File: src/rtl/sys_arr_pkg.sv
// sys_arr_pkg -- shared types and sizes for the systolic-array writeback path.
// Holds the vector register type, the default writeback buffer depth and the
// buffered writeback entry layout.
package sys_arr_pkg;

  localparam int VREG_W   = 512;
  localparam int WB_DEPTH = 4;

  typedef logic [VREG_W-1:0] vreg_t;

  // One buffered writeback: the partial-sum vector and its destination register.
  typedef struct packed {
    vreg_t      psum;
    logic [7:0] vdst;
  } wb_entry_t;

endpackage

File: src/rtl/wb_fifo.sv
// wb_fifo -- generic in-order FIFO with wrap-bit pointers.
// Storage, pointers and occupancy only; handshake policy lives in the parent.
// Pointers carry one extra wrap bit: equal pointers mean empty, equal index
// with differing wrap bits means full. Occupancy is the pointer difference.
import sys_arr_pkg::*;

module wb_fifo #(
  parameter int  DEPTH   = WB_DEPTH,
  parameter type entry_t = wb_entry_t
) (
  input  logic                   clk,
  input  logic                   rst_n,
  input  logic                   clear,
  input  logic                   push,
  input  logic                   pop,
  input  entry_t                 wdata,
  output entry_t                 rdata,
  output logic [$clog2(DEPTH):0] count,
  output logic                   full,
  output logic                   empty
);

  localparam int AW = $clog2(DEPTH);

  logic [AW:0] wr_ptr;
  logic [AW:0] rd_ptr;
  entry_t      mem [DEPTH];

  logic do_push;
  logic do_pop;

  // Occupancy flags and guarded push/pop derived from registered pointers only.
  always_comb begin
    // NOTE: every always_comb output gets a default first so no path can infer a latch.
    empty   = 1'b0;
    full    = 1'b0;
    empty   = (wr_ptr == rd_ptr);
    full    = (wr_ptr[AW] != rd_ptr[AW]) && (wr_ptr[AW-1:0] == rd_ptr[AW-1:0]);
    count   = wr_ptr - rd_ptr;
    do_push = push && !full && !clear;
    do_pop  = pop && !empty && !clear;
  end

  // Pointer update; clear wins over any push or pop in the same cycle.
  always_ff @(posedge clk or negedge rst_n) begin
    // NOTE: sequential state uses non-blocking assignments so all registers update together.
    if (!rst_n) begin
      wr_ptr <= '0;
      rd_ptr <= '0;
    end else if (clear) begin
      wr_ptr <= '0;
      rd_ptr <= '0;
    end else begin
      if (do_push) wr_ptr <= wr_ptr + 1'b1;
      if (do_pop)  rd_ptr <= rd_ptr + 1'b1;
    end
  end

  // Entry storage written at the tail index.
  // NOTE: the storage array has no reset; empty pointers make stale contents unobservable.
  always_ff @(posedge clk) begin
    if (do_push) mem[wr_ptr[AW-1:0]] <= wdata;
  end

  assign rdata = mem[rd_ptr[AW-1:0]];

endmodule

File: src/rtl/sa_wb_buffer.sv
// sa_wb_buffer -- writeback buffer between the GSAU and the vector register file.
// Accepts psum/wbdst offers into an in-order FIFO, presents the head entry as a
// register-file write, and pulses done_valid/done_vdst one cycle after each
// committed write. flush discards everything synchronously.
// Optional feature: define WB_BYPASS_EN to let an offer into an empty buffer
// drive the register-file write in the same cycle.
import sys_arr_pkg::*;

module sa_wb_buffer #(
  parameter int DEPTH  = WB_DEPTH,
  parameter int VDST_W = 8
) (
  input  logic                   CLK,
  input  logic                   nRST,
  input  vreg_t                  psum,
  input  logic [VDST_W-1:0]      wbdst,
  input  logic                   wb_valid,
  output logic                   output_ready,
  output logic                   rf_wen,
  output logic [VDST_W-1:0]      rf_vdst,
  output vreg_t                  rf_wdata,
  input  logic                   rf_ack,
  output logic                   done_valid,
  output logic [VDST_W-1:0]      done_vdst,
  input  logic                   flush,
  output logic [$clog2(DEPTH):0] count
);

  // Same layout as wb_entry_t, sized by VDST_W (identical at the default width).
  typedef struct packed {
    vreg_t             psum;
    logic [VDST_W-1:0] vdst;
  } entry_t;

  entry_t in_entry;
  entry_t head;
  logic   fifo_full;
  logic   fifo_empty;
  logic   fifo_push;
  logic   fifo_pop;
  logic   bypass;
  logic   commit;

  assign in_entry = '{psum: psum, vdst: wbdst};

  wb_fifo #(
    .DEPTH   (DEPTH),
    .entry_t (entry_t)
  ) u_fifo (
    .clk   (CLK),
    .rst_n (nRST),
    .clear (flush),
    .push  (fifo_push),
    .pop   (fifo_pop),
    .wdata (in_entry),
    .rdata (head),
    .count (count),
    .full  (fifo_full),
    .empty (fifo_empty)
  );

  // Handshake, bypass selection and commit detection.
  always_comb begin
    bypass       = 1'b0;
`ifdef WB_BYPASS_EN
    bypass       = fifo_empty && wb_valid && !flush;
`endif
    output_ready = !fifo_full && !flush;
    rf_wen       = !fifo_empty || bypass;
    rf_vdst      = bypass ? wbdst : head.vdst;
    rf_wdata     = bypass ? psum  : head.psum;
    fifo_pop     = !fifo_empty && rf_ack && !flush;
    // A bypassed offer that is acknowledged is consumed without being stored.
    fifo_push    = wb_valid && output_ready && !(bypass && rf_ack);
    commit       = fifo_pop || (bypass && rf_ack);
  end

  // Registered completion pulse for the scoreboard.
  always_ff @(posedge CLK or negedge nRST) begin
    if (!nRST) begin
      done_valid <= 1'b0;
      done_vdst  <= '0;
    end else begin
      done_valid <= commit;
      if (commit) done_vdst <= rf_vdst;
    end
  end

endmodule

File: config.mk
export PLATFORM = sky130hd
export DESIGN_NAME = sa_wb_buffer
export DESIGN_NICKNAME = d
export VERILOG_FILES = /design/src/rtl/sys_arr_pkg.sv /design/src/rtl/wb_fifo.sv /design/src/rtl/sa_wb_buffer.sv
export SDC_FILE = /design/constraint.sdc
export NUM_CORES = 1
export LEC_CHECK = 0
export ABC_AREA = 0
export CAP_MARGIN = 10
export CORE_AREA = 2 2 417 419
export DETAILED_ROUTE_END_ITERATION = 10
export DIE_AREA = 0 0 419 421
export PLACE_DENSITY = 0.75
export SLEW_MARGIN = 40
export SYNTH_ARGS = -nofsm -noshare
export SYNTH_HDL_FRONTEND = slang
export SYNTH_HIERARCHICAL = 1
export SYNTH_SLANG_ARGS = --single-unit
File: constraint.sdc
create_clock -name CLK -period 42.1 [get_ports CLK]
set_clock_uncertainty 0.05 [all_clocks]
set_input_delay 8.42 -clock CLK [delete_from_list [all_inputs] [get_ports CLK]]
set_output_delay 8.42 -clock CLK [all_outputs]
set_load 0.1 [all_outputs]
# Word level (Yosys, flattened, before mapping)

Memory sizes are Yosys's and may differ from the RTL's.
Cells that the tools add are included.

Equal/unequal tests: 3
Reduce and logical (&&, ||, !) cells: 14
Add/sub/neg operators: 3
Mux-type cells: 6

Operator list:

| kind                                                          | number |
|---|---|
| 3-bit two-way mux                                             | 4 |
| 1-bit logical AND                                             | 9 |
| 3-bit by 1-bit adder with 3-bit output, second input constant | 2 |
| 2-bit nonzero test                                            | 2 |
| 3-bit equality test                                           | 1 |
| 1-bit logical NOT                                             | 3 |
| 3-bit subtractor                                              | 1 |
| 2-bit equality test                                           | 1 |
| 1-bit two-way mux                                             | 2 |
| 1-bit inequality test                                         | 1 |

Memories: 1
Memory bits (writable): 2080
Word-level logic and storage cells: 31
Bits in registers: 15
Output and inout bits: 534

Memory list:

| memory     | words | width | rd ports | clocked after memory_dff | write ports | RTL line      | text |
|---|---|---|---|---|---|---|---|
| u_fifo.mem | 4     | 520   | 1        | 0                        | 1           | wb_fifo.sv:27 | `entry_t mem [DEPTH];` |

# Logic depth before layout (Yosys ltp)

Gate-level depths: netlist (run 1).

Depth in word-level cells: 9
Gate-level depth with buffers: 13

# Hierarchy

Netlist (run 1), hierarchy kept.

Modules (own cells, without submodules):

| module       | times used | area each (µm²) | cells an instance |
|---|---|---|---|
| wb_fifo      | 1          | 75655.1         | 2781 |
| sa_wb_buffer | 1          | 352.8           | 22 |

# Worst setup path before layout (run 1)

OpenSTA, ideal clock, no wires.

Path type: input to register
Start: input port flush
End: memory u_fifo/mem[1][0] (netlist name) (enable)
Stages: 4
Setup slack: 18.915 ns
Arrival time: 22.180 ns
Buffers on the path: 0
Path through: nor2_1 and2_1 nor2b_1 and3_1

Word-level cells in the longest chain between the ends: 7

Ends and longest elaborated chain:

| what                                    | RTL line           | text |
|---|---|---|
| from (decl)                             | sa_wb_buffer.sv:25 | `input logic flush,` |
| 1-bit logical NOT                       | sa_wb_buffer.sv:68 | `output_ready = !fifo_full && !flush;` |
| 1-bit logical AND                       | sa_wb_buffer.sv:68 |  |
| 1-bit logical AND                       | sa_wb_buffer.sv:74 | `fifo_push = wb_valid && output_ready && !(bypass && rf_ack);` |
| named net fifo_push                     | sa_wb_buffer.sv:39 | `logic fifo_push;` |
| 1-bit logical AND (2 in series)         | wb_fifo.sv:40      | `do_push = push && !full && !clear;` |
| 1-bit two-way mux                       | wb_fifo.sv:62      | `if (do_push) mem[wr_ptr[AW-1:0]] <= wdata;` |
| 1-bit two-way mux (not written as such) | wb_fifo.sv:62      |  |
| to (decl)                               | wb_fifo.sv:27      |  |

The timed path passes the listed nets, and every way through them passes these cells.

# Worst setup path in the final report (run 1)

Start: input port flush
End: output port output_ready

Word-level cells in the longest chain between the ends: 2

Ends and longest elaborated chain:

| what              | RTL line           | text |
|---|---|---|
| 1-bit logical NOT | sa_wb_buffer.sv:68 |  |
| 1-bit logical AND | sa_wb_buffer.sv:68 |  |
| to (decl)         | sa_wb_buffer.sv:18 | `output logic output_ready,` |

Every way passes these cells.

==> metrics.txt, run 1 <==
Worst-Skew Late Latency=approximately 0.85 ns; CTS tree=built; clock power share=0.292; final WL=172000 um; R2R Path Start=u_fifo/rd_ptr[1]; CP required=33.63 ns; Yosys cell types=34; # resized after CTS=0; fin crit period=18.44 ns; setup TNS=0 ns; Fmax=54.2 MHz; final global-route overflow total=0; Gate Count Post-Synth=2803; final hold violation count=0; average cell area after synthesis=27.1 sq um; Worst setup EP type=output pin; Max-Cap Viols=0; Fillers=12691; leakage dissipation=29.5 nW; Syn Nets=3336; initial antenna violation count=47; switch share=0.378; peak supply drop=79.5 uV; Period Utilization, post-route=0.438; Int Power=3.74 mW; most frequent cells in the layout=2080 x edfxtp_1, 535 x buf_2, 523 x clkdlybuf4s50_1; part of the power in registers=0.394; setup bufs post-CTS=0; post-route cell area=93300 sq um; largest net degree at the start of global routing=89; Critical Path AT=roughly 10 ns; drt drc=0; core footprint=172000 sq um; commonest non-fill, non-tap cell in the layout=edfxtp_1; die height=421 um; clock net sink count=roughly 2100; Placer Congestion=a little over 0.8; die width=419 um; yosys warns=6; Antenna Violating Nets Remaining=0; clk slew on worst S/H paths=about 0.060 ns; Post-DP HPWL=112000 um; Vias/cell=5.32; hold_buf cts=0; vias in the first global route=35734; Cell Pwr Density=64.4 nW/um^2; full die area=176000 sq um; Std-Cell Rows=153; clk root buf=clkbuf_16; logic gate share of total power=0.314; first-pass GRT wire length=247000 um; Worst Setup Start Kind=primary input; Layout Area Growth over Synthesis=22.7%; hold crit path type=register to register; CTS Buf Count=206; DR iter-0 viols=2658; Seq/Total Area, Yosys=0.827; worst slew pin tran=0.841 ns; initial core utilization=0.441; CTS HTree Levels=4; CP Class=primary input to output pin; Psw=2.27 mW; Final Setup Violations=0; status=finished clean; Worst Setup SP=flush; largest fanout on the critical path=18; hold path startpoint=done_vdst[7]; # IOs=around 1100; flops & latches, synth=2095; WL per Instance=between 20 and 30 um; post-synth design cell area=76000 sq um; area post-placement=between 80000 and 90000 sq um; IO buf count=1058; Nets=around 4500; layout cells sized above 1=0.337; unrepaired setup endpoints after global routing=false; clk buf depth=3; Final Max Slew Viols=0; total global-route track usage=0.193; Vias=roughly 35000; Initial DRT Pass Iterations=5; Max-slew headroom=0.439
==> sequential cells by signal, summed over array words and instances (netlist names) <==
register,cells
done_vdst,8
u_fifo/wr_ptr,3
done_valid,1
u_fifo/rd_ptr,3
u_fifo/mem,2080
==> power groups by stage <==
| stage | Combinational [mW] | Sequential, mW | Clock (mW) |
|---|---|---|---|
| after floorplan | 1.48 | 2.46 | 0 |
| after global placement | 2.04 | 2.41 | 0 |
| after detailed placement | 1.91 | 2.41 | 0 |
| after CTS | 1.91 | 2.37 | 1.80 |
| after global routing | 1.94 | 2.37 | 1.87 |
| final | 1.89 | 2.37 | 1.75 |
==> cell families (layout without fill, tap and decap cells) <==
family / after synthesis / after routing / share of synthesized area
xor gates and xnor gates: 2 / 2 / 0.000329
adders and majority gates: 8 / 8 / 0.00142
muxes: 529 / 529 / 0.155
buffers and inverters: 127 / 1508 / 0.0126
and+or+nand+nor: 34 / 34 / 0.00288
other: 0 / 27 / 0
DFF: 2095 / 2095 / 0.827
AOI/OAI and AO/OA: 8 / 8 / 0.000708
==> per-layer routing <==
layer | share of wire | GRT usage
met5 | 0.00095 | 0
met4 | 0.041 | 0.0868
met3 | 0.083 | 0.0638
met2 | 0.51 | 0.316
met1 | 0.37 | 0.232
==> Yosys cell counts, drive strengths merged <==
cell	number	area [sq um]
mux4	520	11700
or3	1	6.26
nand3b	2	15.0
buf	114	906
or4	2	15.0
and2	1	6.26
nor3	1	5.00
mux2	9	101
nor2	3	11.3
or3b	1	8.76
o211ai	1	7.51
nand4b	2	17.5
or2	1	6.26
nor2b	2	12.5
o311ai	1	8.76
inv	7	26.3
clkbuf	6	22.5
ha	7	87.6
and3	3	18.8
edfxtp	2080	62500
nand4bb	1	11.3
fa	1	20.0
nand3	5	25.0
nor3b	4	35.0
nand2	4	15.0
xnor2	1	16.3
dfrtp	15	375
xor2	1	8.76
and4b	1	10.0
a31oi	6	37.5
==> area by class of cell <==
class | count | area [sq um] | share of cell area
Sequential cell | 2095 | 62800 | 0.674
Multi-Input combinational cell | 581 | 12200 | 0.131
Timing Repair Buffer | 1119 | 8710 | 0.0934
Clock buffer | 261 | 5430 | 0.0581
Tap cell | 2325 | 2910 | 0.0312
Clock inverter | 121 | 1070 | 0.0115
Antenna cell | 27 | 67.6 | 0.000724
Inverter | 7 | 26.3 | 0.000282
==> path summary, 6_finish.rpt <==
path	to	slack, ns	cells past startpoint
max	output_ready	23.66	3
min	done_vdst[7]	0.45	1
max reg2reg	u_fifo/mem[0][272]	34.87	13
min reg2reg	done_vdst[7]	0.45	1
max in group asynchronous	u_fifo/rd_ptr[1]	34.11	1
min in group asynchronous	done_vdst[0]	7.48	1
==> critical path: stages <==
cell,delay (ns)
clkdlybuf4s50_1,0.76
nor2_1,0.32
buf_2,0.47
==> per-stage QoR <==
| stage | worst slack [ns] | cells | util | total power, mW | hold slack [ns] |
|---|---|---|---|---|---|
| floorplan | 18.91 | 2803 | - | 3.93 | 0.533 |
| global placement | 22.97 | 6114 | 0.516 | 4.44 | 0.442 |
| detailed placement | 23.66 | 6125 | 0.503 | 4.32 | 0.441 |
| CTS | 23.66 | 6507 | 0.540 | 6.07 | 0.455 |
| global route | 23.59 | 6533 | 0.541 | 6.19 | 0.464 |
| finish | 23.66 | 6536 | 0.541 | 6.01 | 0.453 |
Power figures use the tool's default switching activity.
==> run 2, diff against run 1 <==
--- a/config.mk
+++ b/config.mk
@@ -7,10 +7,10 @@
 export LEC_CHECK = 0
 export ABC_AREA = 0
 export CAP_MARGIN = 10
-export CORE_AREA = 2 2 417 419
+export CORE_AREA = 2 2 409 411
 export DETAILED_ROUTE_END_ITERATION = 10
-export DIE_AREA = 0 0 419 421
-export PLACE_DENSITY = 0.75
+export DIE_AREA = 0 0 411 413
+export PLACE_DENSITY = 0.8
 export SLEW_MARGIN = 40
 export SYNTH_ARGS = -nofsm -noshare
 export SYNTH_HDL_FRONTEND = slang
==> constraint.sdc (replaced) <==
create_clock -name CLK -period 14.85 [get_ports CLK]
set_clock_uncertainty 0.05 [all_clocks]
set_input_delay 2.97 -clock CLK [delete_from_list [all_inputs] [get_ports CLK]]
set_output_delay 2.97 -clock CLK [all_outputs]
set_load 0.1 [all_outputs]
==> run 2 against run 1 <==
Sequential power grew to 2.8 times the previous value. Global-route usage is 1.4 points higher. Final cell count is 2.1% lower. Highest routed layer unchanged. Routed wire length is 5.1% higher. Combinational power grew to 2.9 times the previous value. Via count is 2.4% higher. Non-clock buffer count is 12 lower. Setup slack worse by 16 ns. Sequential share of layout area hardly changed. Critical path depth stayed put.
==> metrics.txt, run 2 (synthesized netlist as in run 1, its figures left out) <==
placed cells=5987 (-2.3%); PnR Total Power=17.2 mW (+190%); Final Setup Violations=0 (unchanged); final WL=181000 um (+5.1%); largest fanout on the critical path=18 (unchanged); largest net degree at the start of global routing=135 (+52%); Initial DRT Pass Iterations=5 (unchanged); Std-Cell Rows=150 (-2.0%); Layout Area Growth over Synthesis=22.8% (about the same); IO buf count=1058 (unchanged); clk root buf=clkbuf_16; Vias=35621 (+2.4%); Period Utilization, post-route=0.514; peak supply drop=180 uV (+130%); drt drc=0 (unchanged); hold crit path type=register to register; Nets=4523 (-0.44%); Worst Setup Slack, final=7.22 ns (-16.44 ns); vias in the first global route=36355 (+1.7%); worst slew pin tran=0.946 ns (+0.105 ns); initial core utilization=0.458 (+0.0175); die height=413 um (-1.9%); Final Max Slew Viols=0 (unchanged); Worst Setup SP=flush; DR iter-0 viols=3498 (+32%); Max-Cap Viols=0 (unchanged); Final Non-Filler Cells=6398 (-2.1%); clock net sink count=2095 (unchanged); Cell Pwr Density=184 nW/um^2 (+190%); crit path to=output_ready; clk buf depth=3 (unchanged); Worst-Skew Late Latency=0.83 ns (-0.02 ns); Worst Setup Start Kind=primary input; status=finished clean; reg-to-reg slack, setup=8.69 ns (-26.18 ns); final global-route overflow total=0 (unchanged); die width=411 um (-1.9%); CP Depth=3 (unchanged); final design utilization=0.563 (+0.0218); setup bufs post-CTS=0 (unchanged); CP Class=primary input to output pin; # IOs=1059 (unchanged); first-pass GRT wire length=254000 um (+2.5%); final hold violation count=0 (unchanged); fin crit period=7.63 ns; R2R Path End=u_fifo/mem[2][84]; Worst setup EP type=output pin; Critical Path AT=4.61 ns (-5.36 ns); total global-route track usage=0.207 (+0.0145); setup TNS=0 ns (unchanged); CTS Buf Count=198 (-3.9%); hold_buf cts=0 (unchanged); Bufs and invs on worst path=2 (unchanged); Max-slew headroom=0.369 (-0.0701); most frequent cells in the layout=2080 x edfxtp_1, 533 x buf_2, 524 x clkdlybuf4s50_1; leakage dissipation=29.6 nW (+0.15%); CTS HTree Levels=4 (unchanged); layout cells sized above 1=0.339 (+0.00218); CTS tree=built; top cell family by delay on the critical path=buffers and inverters; Placer Congestion=0.828 (+1.7%); commonest non-fill, non-tap cell in the layout=edfxtp_1; unrepaired setup endpoints after global routing=false; Antenna Violating Nets Remaining=0 (unchanged); crit-path max cell delay=0.76 ns (about the same); Post-DP HPWL=114000 um (+1.9%); # resized after CTS=0 (unchanged); core footprint=166000 sq um (-3.8%); clk slew on worst S/H paths=0.06 ns (about the same); CP Cell Sequence=clkdlybuf4s50_1 > nor2_1 > buf_2; Fmax=131 MHz; CP required=11.83 ns (-21.80 ns); Slowest cell on crit path=clkdlybuf4s50_1; Post-Place Setup Slack=7.08 ns (-16.58 ns); initial antenna violation count=69 (+47%); Vias/cell=5.57 (+4.6%); max reg flops=2080 (unchanged); WL per Instance=28.2 um (+7.4%); full die area=170000 sq um (-3.8%); worst r2r path cells=12 (-1); R2R Path Start=u_fifo/rd_ptr[1]
## run 2: cell types whose count changed in the layout (fill, tap and decap cells not counted), moves of 5 or more
cell | before | now
clkbuf_1 | 52 | 27
clkinvlp_4 | 6 | 12
buf_16 | 6 | 11
buf_6 | 26 | 5
buf_12 | 10 | 19
clkbuf_16 | 209 | 202
diode_2 | 27 | 34
bufinv_16 | 11 | 24
## run 2: worst min-delay path by stage
stage	start	end	slack [ns]	depth (start not counted)
after floorplan	u_fifo/wr_ptr[2]	u_fifo/wr_ptr[2]	0.53	2
after global placement	done_vdst[2]	done_vdst[2]	0.44	1
after detailed placement	done_vdst[2]	done_vdst[2]	0.44	1
after CTS	done_vdst[1]	done_vdst[1]	0.46	1
after global routing	done_vdst[1]	done_vdst[1]	0.48	1
final	done_vdst[1]	done_vdst[1]	0.46	1
## run 2: cell type report
| class | count | area, sq um |
|---|---|---|
| fill | 11599 | 72600 |
| multi-input combinational | 581 | 12200 |
| tap | 2204 | 2760 |
| inverter | 7 | 26.3 |
| antenna | 34 | 85.1 |
| timing repair buffer | 1107 | 8760 |
| sequential | 2095 | 62800 |
| clock buffer | 232 | 5200 |
| clock inverter | 138 | 1440 |
## run 2: power breakdown
part / leakage (nW) / internal [mW] / switching (mW) / total, mW
sequential: 19.0 / 6.66 / 0.0580 / 6.71
combinational: 7.38 / 1.16 / 4.24 / 5.39
clock: 3.21 / 2.93 / 2.16 / 5.09
## run 2: worst register-to-register path, stage by stage (launching register included)
cell and delay, ns:
dfrtp_4 0.91, inv_1 0.21, ha_1 0.38, nand2_1 0.27, or2_1 0.27, inv_1 0.07
nor2_1 0.21, and2_1 0.30, nor2b_1 0.38, and3_4 0.58, buf_4 0.72, buf_4 0.53
buf_12 0.62
## run 2: stage by stage
step	cell area, sq um	hold slack (ns)
floorplan	76000	0.533
global placement	89000	0.442
detailed placement	86400	0.443
CTS	93100	0.462
global route	93300	0.483
finish	93400	0.463
## run 2: routing by layer
metal  track usage  part of all wire  up-vias
met1         0.243              0.34    18658
met3        0.0771              0.10      380
met5             0            0.0019        -
met4        0.0860             0.038       52
met2         0.345              0.51     1818
li1              -                 -    14713
